<file path="src/rtl/axi4_lite_cfg_sequencer_pkg.sv">
`default_nettype none
// =============================================================================
// axi4_lite_cfg_sequencer_pkg : FSM state type, error codes and AXI response codes
// Revision : 1.0
// =============================================================================
package axi4_lite_cfg_sequencer_pkg;

  typedef enum logic [2:0] {
    S_IDLE  = 3'd0,
    S_WR    = 3'd1,
    S_WRESP = 3'd2,
    S_RD    = 3'd3,
    S_RDATA = 3'd4,
    S_NEXT  = 3'd5,
    S_DONE  = 3'd6,
    S_FAIL  = 3'd7
  } cfg_seq_state_t;

  localparam logic [1:0] ERR_NONE     = 2'd0;
  localparam logic [1:0] ERR_RESP     = 2'd1;
  localparam logic [1:0] ERR_MISMATCH = 2'd2;
  localparam logic [1:0] ERR_TIMEOUT  = 2'd3;

  localparam logic [1:0] OKAY = 2'b00;

endpackage
`default_nettype wire

</file>
<file path="src/rtl/axi4_lite_cfg_sequencer.sv">
`default_nettype none
// =============================================================================
// axi4_lite_cfg_sequencer : writes a register table over AXI4-Lite, optional readback
// Revision : 1.0
// =============================================================================
module axi4_lite_cfg_sequencer
  import axi4_lite_cfg_sequencer_pkg::*;
#(
  parameter int NUM_ENTRIES = 16,
  parameter int TIMEOUT     = 255,
  parameter int IDX_W       = (NUM_ENTRIES > 1) ? $clog2(NUM_ENTRIES) : 1
) (
  input  logic             ACLK,
  input  logic             reset,
  input  logic             start,
  input  logic             verify_en,
  output logic [IDX_W-1:0] tbl_idx,
  input  logic [7:0]       tbl_addr,
  input  logic [31:0]      tbl_data,
  output logic [7:0]       AWADDR,
  output logic [2:0]       AWPROT,
  output logic             AWVALID,
  input  logic             AWREADY,
  output logic [31:0]      WDATA,
  output logic [3:0]       WSTRB,
  output logic             WVALID,
  input  logic             WREADY,
  input  logic [1:0]       BRESP,
  input  logic             BVALID,
  output logic             BREADY,
  output logic [7:0]       ARADDR,
  output logic [2:0]       ARPROT,
  output logic             ARVALID,
  input  logic             ARREADY,
  input  logic [31:0]      RDATA,
  input  logic [1:0]       RRESP,
  input  logic             RVALID,
  output logic             RREADY,
  output logic             busy,
  output logic             done,
  output logic             err,
  output logic [1:0]       err_code,
  output logic [IDX_W-1:0] err_idx
);

  cfg_seq_state_t   r_state;
  cfg_seq_state_t   w_state_nxt;
  logic [1:0]       w_fail_code;
  logic [IDX_W-1:0] r_idx;
  logic             r_verify;
  logic [15:0]      r_tmo;
  logic [7:0]       r_awaddr;
  logic [7:0]       r_araddr;
  logic [31:0]      r_wdata;
  logic [3:0]       r_wstrb;
  logic             r_awvalid;
  logic             r_wvalid;
  logic             r_arvalid;
  logic             r_err;
  logic [1:0]       r_err_code;
  logic [IDX_W-1:0] r_err_idx;

  logic w_last;
  logic w_tmo_hit;
  logic w_aw_ok;
  logic w_w_ok;
  logic w_entry;

  assign w_last    = (r_idx == IDX_W'(NUM_ENTRIES - 1));
  assign w_tmo_hit = (r_tmo == 16'(TIMEOUT - 1));
  // A channel counts as complete once its VALID has dropped or is being accepted now.
  assign w_aw_ok   = !r_awvalid || AWREADY;
  assign w_w_ok    = !r_wvalid || WREADY;
  assign w_entry   = (w_state_nxt != r_state);

  always_ff @(posedge ACLK or posedge reset) begin
    if (reset) r_state <= S_IDLE;
    else       r_state <= w_state_nxt;
  end

  always_comb begin
    w_state_nxt = r_state;
    w_fail_code = ERR_NONE;
    case (r_state)
      S_IDLE:  if (start) w_state_nxt = S_WR;
      S_WR: begin
        if (w_aw_ok && w_w_ok) w_state_nxt = S_WRESP;
        else if (w_tmo_hit) begin w_state_nxt = S_FAIL; w_fail_code = ERR_TIMEOUT; end
      end
      S_WRESP: begin
        if (BVALID) begin
          if (BRESP != OKAY) begin w_state_nxt = S_FAIL; w_fail_code = ERR_RESP; end
          else               w_state_nxt = r_verify ? S_RD : S_NEXT;
        end else if (w_tmo_hit) begin w_state_nxt = S_FAIL; w_fail_code = ERR_TIMEOUT; end
      end
      S_RD: begin
        if (ARREADY) w_state_nxt = S_RDATA;
        else if (w_tmo_hit) begin w_state_nxt = S_FAIL; w_fail_code = ERR_TIMEOUT; end
      end
      S_RDATA: begin
        if (RVALID) begin
          if (RRESP != OKAY)         begin w_state_nxt = S_FAIL; w_fail_code = ERR_RESP;     end
          else if (RDATA != r_wdata) begin w_state_nxt = S_FAIL; w_fail_code = ERR_MISMATCH; end
          else                       w_state_nxt = S_NEXT;
        end else if (w_tmo_hit) begin w_state_nxt = S_FAIL; w_fail_code = ERR_TIMEOUT; end
      end
      S_NEXT:  w_state_nxt = w_last ? S_DONE : S_WR;
      S_DONE:  w_state_nxt = S_IDLE;
      S_FAIL:  w_state_nxt = S_IDLE;
      default: w_state_nxt = S_IDLE;
    endcase
  end

  // The fetch index leads r_idx so tbl_addr/tbl_data are valid on the edge entering WR.
  always_comb begin
    busy    = (r_state != S_IDLE);
    done    = (r_state == S_DONE);
    BREADY  = (r_state == S_WRESP);
    RREADY  = (r_state == S_RDATA);
    tbl_idx = r_idx;
    if (r_state == S_IDLE)               tbl_idx = '0;
    else if (r_state == S_NEXT && !w_last) tbl_idx = r_idx + IDX_W'(1);
  end

  always_ff @(posedge ACLK or posedge reset) begin
    if (reset) begin
      r_idx      <= '0;
      r_verify   <= 1'b0;
      r_tmo      <= '0;
      r_awaddr   <= '0;
      r_araddr   <= '0;
      r_wdata    <= '0;
      r_wstrb    <= '0;
      r_awvalid  <= 1'b0;
      r_wvalid   <= 1'b0;
      r_arvalid  <= 1'b0;
      r_err      <= 1'b0;
      r_err_code <= ERR_NONE;
      r_err_idx  <= '0;
    end else begin
      if (r_state == S_IDLE && start) begin
        r_idx      <= '0;
        r_verify   <= verify_en;
        r_err      <= 1'b0;
        r_err_code <= ERR_NONE;
        r_err_idx  <= '0;
      end
      if (r_state == S_NEXT && !w_last) r_idx <= r_idx + IDX_W'(1);
      if (w_entry && w_state_nxt == S_FAIL) begin
        r_err      <= 1'b1;
        r_err_code <= w_fail_code;
        r_err_idx  <= r_idx;
      end

      if (w_entry && w_state_nxt == S_WR) begin
        r_awaddr  <= tbl_addr;
        r_wdata   <= tbl_data;
        r_wstrb   <= 4'hF;
        r_awvalid <= 1'b1;
        r_wvalid  <= 1'b1;
      end else begin
        if (AWREADY || w_state_nxt != S_WR) r_awvalid <= 1'b0;
        if (WREADY  || w_state_nxt != S_WR) r_wvalid  <= 1'b0;
      end

      if (w_entry && w_state_nxt == S_RD) begin
        r_araddr  <= r_awaddr;
        r_arvalid <= 1'b1;
      end else if (ARREADY || w_state_nxt != S_RD) begin
        r_arvalid <= 1'b0;
      end

      if (w_entry) r_tmo <= '0;
      else if (r_state inside {S_WR, S_WRESP, S_RD, S_RDATA}) r_tmo <= r_tmo + 16'd1;
    end
  end

  assign AWADDR   = r_awaddr;
  assign AWPROT   = 3'b000;
  assign AWVALID  = r_awvalid;
  assign WDATA    = r_wdata;
  assign WSTRB    = r_wstrb;
  assign WVALID   = r_wvalid;
  assign ARADDR   = r_araddr;
  assign ARPROT   = 3'b000;
  assign ARVALID  = r_arvalid;
  assign err      = r_err;
  assign err_code = r_err_code;
  assign err_idx  = r_err_idx;

endmodule
`default_nettype wire

</file>
<file path="config.mk">
export PLATFORM = sky130hd
export DESIGN_NAME = axi4_lite_cfg_sequencer
export DESIGN_NICKNAME = d
export VERILOG_FILES = /design/src/rtl/axi4_lite_cfg_sequencer_pkg.sv /design/src/rtl/axi4_lite_cfg_sequencer.sv
export SDC_FILE = /design/constraint.sdc
export NUM_CORES = 1
export LEC_CHECK = 0
export ABC_AREA = 1
export CORE_ASPECT_RATIO = 0.75
export CORE_UTILIZATION = 47
export CTS_BUF_LIST = sky130_fd_sc_hd__clkbuf_2
export DETAILED_ROUTE_END_ITERATION = 10
export PLACE_DENSITY_LB_ADDON = 0.12
export SYNTH_ARGS = -nofsm -noshare
export SYNTH_HDL_FRONTEND = slang
export SYNTH_SLANG_ARGS = --single-unit
</file>
<file path="constraint.sdc">
create_clock -name ACLK -period 3.2 [get_ports ACLK]
set_input_delay 0.48 -clock ACLK [delete_from_list [all_inputs] [get_ports ACLK]]
set_output_delay 0.48 -clock ACLK [all_outputs]
set_load 0.05 [all_outputs]
</file>
After elaboration in Yosys (flattened, before gate mapping)
Cells that the tools add are included.
Storage, ports and cells
  bits in writable memories: 0
  word-level logic and storage cells: 96
  memories: 0
  register bits after elaboration: 83
  ROM bits: 0
  bits in latches: 0
Cells by class
  reduce and logical (&&, ||, !) cells: 26
  multipliers: 0
  add/sub/neg operators: 2
  $lt $le $gt $ge: 0
  equality and inequality tests: 16
  shift-type cells: 0
  bitwise operators: 0
  divide/modulo/power cells: 0
  multiplexer cells: 38
Operator list (count)
  two-way mux 16 bit: 2
  inequality test 32 bit: 1
  two-way mux 3 bit: 9
  two-way mux 2 bit: 11
  one-hot mux 3 bit (7 select lines): 1
  two-way mux 4 bit: 5
  adder 16 x 1 -> 16 bit, second input constant: 1
  equality test 16 x 8 -> 1 bit, second input constant: 1
  nonzero test 2 bit: 8
  equality test 3 bit, second input constant: 5
  equality test 3 x 2 -> 1 bit, second input constant: 3
  two-way mux 1 bit: 9
  one-hot mux 2 bit (4 select lines): 1
  equality test 3 x 1 -> 1 bit, second input constant: 2
  logical AND 1 bit: 6
  logical OR 1 bit: 5
  adder 4 x 1 -> 4 bit, second input constant: 1
  equality test 4 bit, second input constant: 1
  nonzero test 4 bit: 1
  logical NOT 1 bit: 3
  logical NOT 3 bit: 1
  inequality test 3 x 1 -> 1 bit, second input constant: 1
  inequality test 3 x 2 -> 1 bit, second input constant: 1
  inequality test 3 bit: 1
  other kinds (2): 2

Depth between registers and ports, before layout
Gate-level depths: netlist of run 1.
  word-level depth: 9
  mapped depth: 15

Least setup slack after synthesis of run 1
Ideal clock, no wire load.
  path kind: register to output
  from: register r_state[2]
  to: output port tbl_idx[1]
  stages on the path, launching flop included: 5
  arrival: 2229 ps
  setup slack: 491 ps
  required time: 2720 ps
  cell sequence: dfrtp_1 inv_2 nand2_1 inv_2 a211oi_1
Between the ends
  longest elaborated chain between the ends: 4
  elaborated cells on any way between the ends: 5
RTL lines
  start: declaration: line axi4_lite_cfg_sequencer.sv:46  | cfg_seq_state_t r_state;
  start signal: assignment: line axi4_lite_cfg_sequencer.sv:78  | else r_state <= w_state_nxt;
  equality test 3 bit: line axi4_lite_cfg_sequencer.sv:122  | else if (r_state == S_NEXT && !w_last) tbl_idx = r_idx + IDX_W'(1);
  logical AND 1 bit: line axi4_lite_cfg_sequencer.sv:122
  two-way mux 4 bit: line axi4_lite_cfg_sequencer.sv:122
  two-way mux 4 bit *: line axi4_lite_cfg_sequencer.sv:121  | if (r_state == S_IDLE) tbl_idx = '0;
  end: declaration: line axi4_lite_cfg_sequencer.sv:17  | output logic [IDX_W-1:0] tbl_idx,
Every way passes the cells marked *; elsewhere a longest branch is shown, timed or not.

Worst setup path after layout of run 1
  from: register r_idx[1]
  to: output port tbl_idx[0]
Between the ends
  longest elaborated chain between the ends: 5
RTL lines
  start: declaration: line axi4_lite_cfg_sequencer.sv:49  | logic [IDX_W-1:0] r_idx;
  start signal: assignment: line axi4_lite_cfg_sequencer.sv:148  | if (r_state == S_NEXT && !w_last) r_idx <= r_idx + IDX_W'(1);
  equality test 4 bit: line axi4_lite_cfg_sequencer.sv:69  | assign w_last = (r_idx == IDX_W'(NUM_ENTRIES - 1));
  logical NOT 1 bit: line axi4_lite_cfg_sequencer.sv:122
  logical AND 1 bit: line axi4_lite_cfg_sequencer.sv:122
  two-way mux 4 bit: line axi4_lite_cfg_sequencer.sv:122
  two-way mux 4 bit: line axi4_lite_cfg_sequencer.sv:121
Every way passes these cells.

==> results of run 1 <==
logic make-up (layout without fill, tap and decap cells):
logic type | after synthesis | in the layout | synth area share (%)
AO/OA/AOI/OAI | 50 | 50 | 6.313
multiplexers | 23 | 23 | 5.756
adder cells (fa/ha/maj) | 4 | 4 | 1.112
other | 1 | 6 | 0.08335
XOR/XNOR | 23 | 23 | 4.477
AND/OR/NAND/NOR | 274 | 274 | 26.89
buffers and inverters | 93 | 246 | 9.205
flip-flops | 83 | 83 | 46.16
layout make-up:
type,count,area [sq um],share of cell area (%)
Multi-Input combinational cell,380,2027,32.42
Sequential cell,83,2077,33.22
Tap cell,128,160.2,2.562
Inverter,72,271.5,4.343
Clock buffer,10,50.05,0.8005
Clock inverter,6,88.84,1.421
Timing Repair Buffer,158,1578,25.24
how the worst max path moves through the flow:
stage | from | end | slack [ns] | depth (start not counted)
after floorplan | r_state[2]$_DFF_PP0_ | tbl_idx[1] | 0.49 | 4
after global placement | r_idx[0]$_DFFE_PP0P_ | tbl_idx[0] | 0.63 | 7
after detailed placement | r_idx[0]$_DFFE_PP0P_ | tbl_idx[0] | 0.59 | 7
after CTS | r_idx[0]$_DFFE_PP0P_ | tbl_idx[1] | 0.004 | 7
after global routing | r_idx[0]$_DFFE_PP0P_ | tbl_idx[0] | 0.04 | 7
final | r_idx[1]$_DFFE_PP0P_ | tbl_idx[0] | 0.25 | 7
registers in the layout, indices dropped and copies added (netlist names):
register and cells:
AWADDR 8, WSTRB 1, r_idx 4, WVALID 1, r_tmo 16, r_state 3, AWVALID 1, ARVALID 1
WDATA 32, ARADDR 8, r_verify 1, err_code 2, err 1, err_idx 4
worst max-delay path: stages (launching register included):
cell and delay [ns]:
sky130_fd_sc_hd__dfrtp_1 0.46, sky130_fd_sc_hd__ha_1 0.21, sky130_fd_sc_hd__nand3_1 0.10, sky130_fd_sc_hd__inv_1 0.09
sky130_fd_sc_hd__nor2_4 0.16, sky130_fd_sc_hd__ha_1 0.25, sky130_fd_sc_hd__nor2_1 0.09, sky130_fd_sc_hd__dlygate4sd2_1 0.56
metrics by stage:
step / util, % / cell area (sq um) / hold WS (ns) / setup WS (ns) / total power, mW
5_1_grt: 68.27 / 6252 / 0.3861 / 0.04207 / 6.516
6_report: 68.27 / 6252 / 0.3586 / 0.2451 / 6.139
4_1_cts: 68.18 / 6245 / 0.3583 / 0.003737 / 6.181
2_1_floorplan: - / 4518 / 0.4951 / 0.4914 / 4.380
3_3_place_gp: 66.68 / 6107 / 0.4564 / 0.6257 / 5.464
3_5_place_dp: 66.68 / 6107 / 0.4588 / 0.5935 / 5.536
power groups by stage:
stage                     sequential, mW  clock [mW]  combinational, mW
after global placement              1.74           0               3.72
after floorplan                     2.85           0               1.53
after detailed placement            1.76           0               3.77
final                               1.74       0.635               3.76
after global routing                1.80       0.698               4.02
after CTS                           1.74       0.657               3.78
layer usage:
metal / GRT usage (%) / routed length (um) / up-vias
li1: - / - / 2017
met1: 30.01 / 4994 / 1898
met2: 41.57 / 5479 / 122
met3: 7.552 / 726 / 15
met4: 7.320 / 184 / 0
met5: 0 / 0 / -
cell usage in the layout (no fill, tap or decap), types with 2 or more instances in the layout:
cell and n:
sky130_fd_sc_hd__a21oi_1 9, sky130_fd_sc_hd__a21oi_2 3, sky130_fd_sc_hd__buf_4 4, sky130_fd_sc_hd__bufinv_16 2, sky130_fd_sc_hd__clkbuf_2 10, sky130_fd_sc_hd__clkdlybuf4s50_1 150
sky130_fd_sc_hd__conb_1 6, sky130_fd_sc_hd__dfrtp_1 83, sky130_fd_sc_hd__dlymetal6s2s_1 3, sky130_fd_sc_hd__ha_1 4, sky130_fd_sc_hd__inv_1 65, sky130_fd_sc_hd__inv_2 6
sky130_fd_sc_hd__mux2_2 23, sky130_fd_sc_hd__nand2_1 161, sky130_fd_sc_hd__nand2_2 6, sky130_fd_sc_hd__nand2_4 2, sky130_fd_sc_hd__nand3_1 33, sky130_fd_sc_hd__nand4_1 4
sky130_fd_sc_hd__nor2_1 50, sky130_fd_sc_hd__nor2_4 2, sky130_fd_sc_hd__nor3_1 3, sky130_fd_sc_hd__nor3_2 3, sky130_fd_sc_hd__nor3b_2 2, sky130_fd_sc_hd__o21ai_0 25
sky130_fd_sc_hd__o21ai_1 5, sky130_fd_sc_hd__o21ai_2 2, sky130_fd_sc_hd__o22ai_1 2, sky130_fd_sc_hd__or2_2 3, sky130_fd_sc_hd__xnor2_1 14, sky130_fd_sc_hd__xor2_1 9
what timing repair did:
| item | 4_1_cts | 5_1_grt |
|---|---|---|
| setup endpoints to repair | 1 | 3 |
| cloned | 0 | 0 |
| pin swaps | 0 | 0 |
| gates resized for setup | 1 | 3 |
==> impl.org, run 1 <==
** Timing
- Accumulated negative setup slack :: 0 ns
- The worst path in the final design needs a cycle of around 3.0 ns, including I/O delays and setup.
- Setup violations remaining at the end of the flow were counted as 0.
- Final hold viol count :: 0
- Max Freq :: approximately 0.34 GHz
- Headroom to the max-slew limit came out at 40.90%.
- Final worst clock skew :: 0.02641 ns
- Period Utilization, post-route :: 92.34%
- Number of pins with negative max-slew slack in the final report :: 0
- Setup repair after global routing left no endpoint under its margin.
- Least-Margin Pin Slew :: 0.8866 ns

** Synth
- Number of cells produced by synthesis :: ~550
- In this run, synthesis inferred 0 flip-flops with an integrated enable.
- Netlist area before placement :: about 4500 sq um
- For this run, the leading register cell type out of synthesis is sky130_fd_sc_hd__dfrtp_1.
- Dividing the synthesized area by the synthesized cell count gives ~8.2 sq um.
- Ys async rst share :: between 90% and 100%
- Cell types occupying the most area after synthesis :: sky130_fd_sc_hd__dfrtp_1 (46%), sky130_fd_sc_hd__nand2_1 (13%), sky130_fd_sc_hd__mux2_2 (5.8%), sky130_fd_sc_hd__inv_1 (5.5%), sky130_fd_sc_hd__nor2_1 (4.2%)
- Count leader, synth :: sky130_fd_sc_hd__nand2_1
- Synth warn :: 0
- Library cell with the largest summed area after synthesis :: sky130_fd_sc_hd__dfrtp_1
- Synthesis inferred 83 register bits.
- Sequential element share of the synthesized area :: 46.16%
- In this run the biggest area consumer among cell types represents 46.16% of the synthesized area.
- Number of library cell types mapped by synthesis :: 38
- The commonest cells after synthesis are sky130_fd_sc_hd__nand2_1 (161), sky130_fd_sc_hd__dfrtp_1 (83), sky130_fd_sc_hd__inv_1 (66).

** Setup path
- The worst setup path is launched from a register.
- The worst setup path is of the reg -> out kind.
- Cell depth of the worst flop-to-flop path :: 8
- Endpoint arrival time on the critical path :: 2.47 ns
- Critical Path RT :: 2.72 ns
- The worst setup path is captured at an output pin.
- Internal reg-to-reg setup slack :: a little under 0.8 ns
- RR Endpoint :: WDATA[3]$_DFFE_PP0P_
- In this run the worst path has a maximum fanout of 6.
- The worst register-to-register path begins at r_state[0]$_DFF_PP0_.

** Worst hold path
- The tightest min-delay check is of the in -> async type.

** Power and ir drop
- Clock group share of total power :: 10.3%
- The analysis attributes to cell leakage a power of 2.947 nW.
- Relative contribution of sequential cells to total power :: 28.4%
- Per report_power, the combinational group accounts for 61.2% of the total.
- Sw Pwr :: between 3 and 4 mW
- Internal portion of total power :: 2.951 mW
- Net switching share of the total power :: around 52%
- IR analysis of the VDD net gives a maximum drop of 0.7393 mV.
- Dividing total power by cell area gives a power density of 981.8 nW/um^2.

** Layout
- From synthesis to final layout, the design area changed by 38.96%.
- Final layout net count :: just under 800
- The layout has a little under 800 filler cells.
- The number of antenna diodes in the final layout is 0.
- Cells with a size suffix above 1 make up 10.72% of the layout.
- After the flow finishes, the layout carries non-filler instances totaling 837.

** Place
- Routability Congestion :: 0.8903
- # port buffers :: 154
- HPWL reported at the end of detailed placement :: 8871 um
- Including well taps, the total number of placed cells is 821.

** Routing
- Using the TritonRoute via totals, the vias-per-cell ratio works out to 4.841.
- Number of DRC markers after the initial detailed-route iteration :: 171
- In the final routed layout, each cell accounts on average for 13.60 um.
- Total DRC errors in the routed layout :: 0
- Iteration count of the initial detailed-routing pass :: 4
- The detailed router placed 4052 vias in this run.
- For this block, the routed nets add up to 11390 um of wire.
- Remaining antenna violation count :: 0

** Clock network
- Buffers inserted to repair hold after CTS numbered 0.
- TritonCTS built the clock tree.
- Clock-pin transition on the worst setup and hold timing paths :: between 0.2 and 0.25 ns
- The clock reaches the later pin of the worst-skew pair after 0.55 ns.
- Total clock buffers created by CTS :: 9
- Root Driver :: sky130_fd_sc_hd__clkbuf_2
- Post-CTS Setup Inserts :: 0
- Clock Path Buffers :: 2
- The H-tree was split into 3 levels.
- Sinks on the clock net :: 83

** Floorplanning
- Die boundary height :: 86.74 um
- Top Ports :: 161
- The floorplan step set the die width to between 100 and 150 um.
- The region available for standard cell placement spans 9159 sq um.
- The initial utilization of the core area, before any placement, comes to 49.13%.
- Row generation in the floorplan step produced 30 rows.
- The floorplan step defined a die boundary enclosing 9972 sq um.

** Global routing
- Vias in the first global route :: between 4k and 5k
- The first global-routing pass estimated roughly 19000 um of wire.
- After global routing the overflow that remains totals 0.
- Pin count of the biggest net entering global routing :: 53
- Total routing usage reported by global routing :: 24.48%
- Antenna violations before repair :: 0

** Job
- The tool flagged a number of max-cap violations equal to 0.

** Status
- The run finished with clean final reports.
Power figures use the tool's default switching activity.
==> run 2, diff against run 1 <==
- SLEW_MARGIN: default -> 20
==> results of run 2 <==
The final DEF is identical to that of run 1; final timing and power are the same.
==> run 3, diff against run 2 <==
- ABC_AREA: 1 -> default
- CORE_UTILIZATION: 47 -> 46
- CTS_CLUSTER_DIAMETER: default -> 200
- RECOVER_POWER: default -> 100
==> impl.org, run 3 <==
** Status
- The flow ran to the end, but the final reports show violations.
- The final reports fail on capacitance limit, slew limit.

** Timing
- The final critical path time including I/O delays and setup was 3.029 ns (+0.07446 ns).
- Number of pins with negative max-slew slack in the final report :: 37 (+37)
- The normalized max-slew margin came to -9.821% (-51 points).
- The slew at the pin closest to its max-slew limit came to 1.638 ns (+0.7518 ns).
- The final cycle utilization of the critical path was 94.67% (+2.3 points).
- Post-route worst setup slack :: 0.1707 ns (-0.07446 ns)
- Number of setup violations in the final report :: 0 (unchanged)
- Max Freq :: 0.3301 GHz (-2.5%)
- The final-layout setup total negative slack came to 0 ns (unchanged).
- RSZ-0062 raised after global routing :: no
- Final worst clock skew :: 0.02228 ns (-0.004128 ns)
- The count of endpoints failing hold in the final timing report was 0 (unchanged).

** Place
- The global placer's final weighted congestion is 0.9514 (+6.9%).
- HPWL reported at the end of detailed placement :: 8872 um (about the same)
- # port buffers :: 154 (unchanged)
- The minimum setup slack after placement came to 0.3046 ns (-0.2889 ns).

** Power and ir drop
- The sequential share of power came to 29.1% (+0.7 points).
- The net switching share of the total power was 51.43% (-0.50 points).
- The cell-internal power came to 2.898 mW (-1.8%).
- The maximum ir drop on the vdd rail came to 0.5887 mV (-20%).
- Sw Pwr :: 3.068 mW (-3.7%)
- The combinational cell fraction of total power was 59.2% (-2.0 points).
- Clock group share of total power :: 11.7% (+1.4 points)
- P_leak :: 2.779 nW (-5.7%)
- The power density normalized to cell area was 979.1 nW/um^2 (-0.27%).

** Layout
- Commonest non-fill, non-tap cell in the layout :: sky130_fd_sc_hd__nand2_1
- Final layout net count :: 709 (-11%)
- In the layout the commonest cells are sky130_fd_sc_hd__nand2_1 (147), sky130_fd_sc_hd__clkdlybuf4s50_1 (85), sky130_fd_sc_hd__dfrtp_1 (83).
- Antenna fix cells :: 0 (unchanged)
- The area growth from synthesis to layout is 39.86%.
- Max reg flops :: 32 (unchanged)
- The share of layout cells above drive strength 1 is 6.560% (-4.2 points).

** Routing
- Remaining antenna violation count :: 0 (unchanged)
- Total DRC errors in the routed layout :: 0 (unchanged)
- Vias after detailed routing :: 3789 (-6.5%)
- The first-pass iteration count of the detailed router came to 5 (+1).
- The number of violations reported at the end of detailed-routing iteration 0 came to 227 (+33%).
- The routed wirelength normalized by instance count was 15.54 um (+14%).
- Total detailed-routing wirelength :: 11700 um (+2.7%)
- Vias per Instance :: 5.032 (+3.9%)

** Setup path
- The slowest stage of the critical path belongs to the cell sky130_fd_sc_hd__clkdlybuf4s50_1.
- The delay of the slowest critical-path stage came to 0.74 ns (+0.18 ns).
- Cell-by-cell listing of the critical path :: buf_4 > nor3_2 > inv_1 > clkdlybuf4s50_1
- The worst-path maximum fanout was 13 (+7).
- STA classifies the critical path startpoint as a register.
- STA classifies the critical path endpoint as an output pin.
- The critical path data arrival time came to 2.55 ns (+0.08 ns).
- The setup path with the least slack is of type reg -> out.
- Critical Path RT :: 2.72 ns (about the same)

** Synth
- Complex-gate fraction of the synthesized area :: 8.644% (+2.3 points)
- The share of the synthesized netlist area taken by xor and xnor gates is 9.851% (+5.4 points).
- The count of different cell masters after synthesis was 63 (+66%).
- Of all cell types, the one taking the most synthesized area is sky130_fd_sc_hd__dfrtp_1.
- The fraction of registers with async set/reset was 100.0% (unchanged).
- By count the netlist is led by sky130_fd_sc_hd__nand2_1 (147), sky130_fd_sc_hd__dfrtp_1 (83), sky130_fd_sc_hd__xnor2_1 (42).
- Share of cell area taken by muxes after synthesis :: 3.676% (-2.1 points)
- The area share of the largest cell type after synthesis is 47.67% (+1.5 points).
- Sequential element share of the synthesized area :: 47.67% (+1.5 points)
- Number of synthesized flops with an enable pin :: 0 (unchanged)
- Among all cell types in the netlist, the one instantiated most often is sky130_fd_sc_hd__nand2_1.
- By area the synthesized netlist is led by sky130_fd_sc_hd__dfrtp_1 (48%), sky130_fd_sc_hd__nand2_1 (13%), sky130_fd_sc_hd__xnor2_1 (8.4%), sky130_fd_sc_hd__mux2_4 (2.8%), sky130_fd_sc_hd__nor2_1 (2.5%).
- Most frequently used flop master after synthesis :: sky130_fd_sc_hd__dfrtp_1
- Synth warn :: 0 (unchanged)
- By area, the combinational part of the netlist is dominated by simple AND/OR/NAND/NOR gates.
- Number of cells produced by synthesis :: 466 (-15%)
- The number of synthesized register bits was 83 (unchanged).
- The post-synthesis instance area is 4357 sq um (-3.2%).
- The adder and majority cell fraction of the synthesized area is 1.149% (+0.036 points).
- The post-synthesis area per instance was 9.349 sq um (+14%).
- Share of synthesized cell area in and, or, nand and nor gates :: 24.24% (-2.7 points)

** Floorplanning
- Area of the die :: 9868 sq um (-1.0%)
- The height of the die was 86.28 um (-0.52%).
- The initial standard-cell utilization of the core was 47.76% (-1.4 points).
- The number of placed I/O pins was 161 (unchanged).
- The die outline width came to 114.4 um (-0.52%).
- Area of the core region :: 9121 sq um (-0.41%)
- Site Rows :: 30 (unchanged)

** Global routing
- The aggregate global routing overflow was 0 (unchanged).
- Antenna violations before repair :: 0 (unchanged)
- The total global routing track utilization was 25.63% (+1.2 points).
- Vias in the first global route :: 3923 (-3.6%)
- The first-pass GRT wire length came to 19450 um (+3.3%).
- Pin count of the biggest net entering global routing :: 49 (-7.5%)

** Job
- The number of max-cap violations came to 1 (+1).

** Worst hold path
- Type of the worst min-delay path :: in -> reg

** Clock network
- Root Driver :: sky130_fd_sc_hd__clkbuf_2
- The later-pin clock latency in the skew report is 0.53 ns (-0.02 ns).
- The number of CTS-inserted buffers came to 9 (unchanged).
- The CTS clock-pin slew for the worst setup and hold paths is 0.22 ns (about the same).
- Sinks on the clock net :: 83 (unchanged)
- The clock tree buffer depth was 2 (unchanged).
- TritonCTS built the clock tree.
- Number of H-tree levels :: 3 (unchanged)
==> run 3: path summary, 6_finish.rpt <==
check,start,to,slack [ns],depth (start not counted)
max in group asynchronous,reset,WDATA[16]$_DFFE_PP0P_,0.63,3
setup reg to reg,r_tmo[0]$_DFFE_PP0P_,err_idx[2]$_DFFE_PP0P_,0.38,8
setup / recovery,r_state[0]$_DFF_PP0_,busy,0.17,4
hold reg to reg,err$_DFFE_PP0P_,err$_DFFE_PP0P_,0.50,1
hold / removal,tbl_addr[2],AWADDR[2]$_DFFE_PP0P_,0.44,3
min in group asynchronous,reset,r_tmo[5]$_DFFE_PP0P_,0.75,2
==> run 3: repair_timing <==
| action | CTS | global route |
|---|---|---|
| endpoints found under the setup margin | 3 | 1 |
| setup buffers | 0 | 0 |
| hold buffers | 0 | 0 |
| gates resized for setup | 3 | 2 |
==> run 3: layout make-up <==
cell class / instances / area (sq um)
clock inverters: 5 / 101.3
clock buffers: 11 / 55.05
inverters: 17 / 65.06
well taps: 128 / 160.2
multi-input cells: 347 / 2053
repair buffers: 162 / 1582
flip-flops and latches: 83 / 2077
fillers: 782 / 3028
==> run 3: per-stage QoR <==
step | util (%) | hold slack (ns) | power, mW | instance area, sq um | instances
after detailed placement | 65.93 | 0.4692 | 5.540 | 6013 | 737
after floorplan | - | 0.4874 | 4.322 | 4375 | 471
after CTS | 67.60 | 0.2879 | 6.245 | 6166 | 753
final | 66.80 | 0.4365 | 5.966 | 6093 | 753
after global routing | 66.80 | 0.3849 | 6.340 | 6093 | 753
after global placement | 65.93 | 0.4621 | 5.483 | 6013 | 737
==> run 3: power by group through the flow <==
stage                     Sequential, mW  Combinational, mW  Clock [mW]
final                               1.74               3.53       0.697
after CTS                           1.76               3.76       0.721
after global placement              1.76               3.72           0
after floorplan                     2.83               1.49           0
after global routing                1.80               3.78       0.761
after detailed placement            1.78               3.76           0
==> run 3: kinds of logic (layout without fill, tap and decap cells) <==
| kind of cell | count (synthesis) | in the layout |
|---|---|---|
| AO/OA/AOI/OAI | 46 | 46 |
| XOR/XNOR | 49 | 49 |
| adder cells (fa/ha/maj) | 4 | 4 |
| buffers and inverters | 41 | 195 |
| flip-flops | 83 | 83 |
| multiplexers | 12 | 12 |
| other | 1 | 6 |
| AND/OR/NAND/NOR | 230 | 230 |
==> run 3: layer usage <==
metal | part of all wire (%) | GRT usage, % | up-vias
li1 | - | - | 1836
met1 | 46 | 33.74 | 1818
met2 | 47 | 42.26 | 117
met3 | 5.2 | 6.014 | 18
met4 | 1.8 | 7.910 | 0
met5 | 0 | 0 | -
==> run 3: critical path: cells and delay by family, from the launching register on <==
kind	cells	cell delay, ns
simple gates	1	0.45
buf+inv	3	1.14
flops	1	0.42
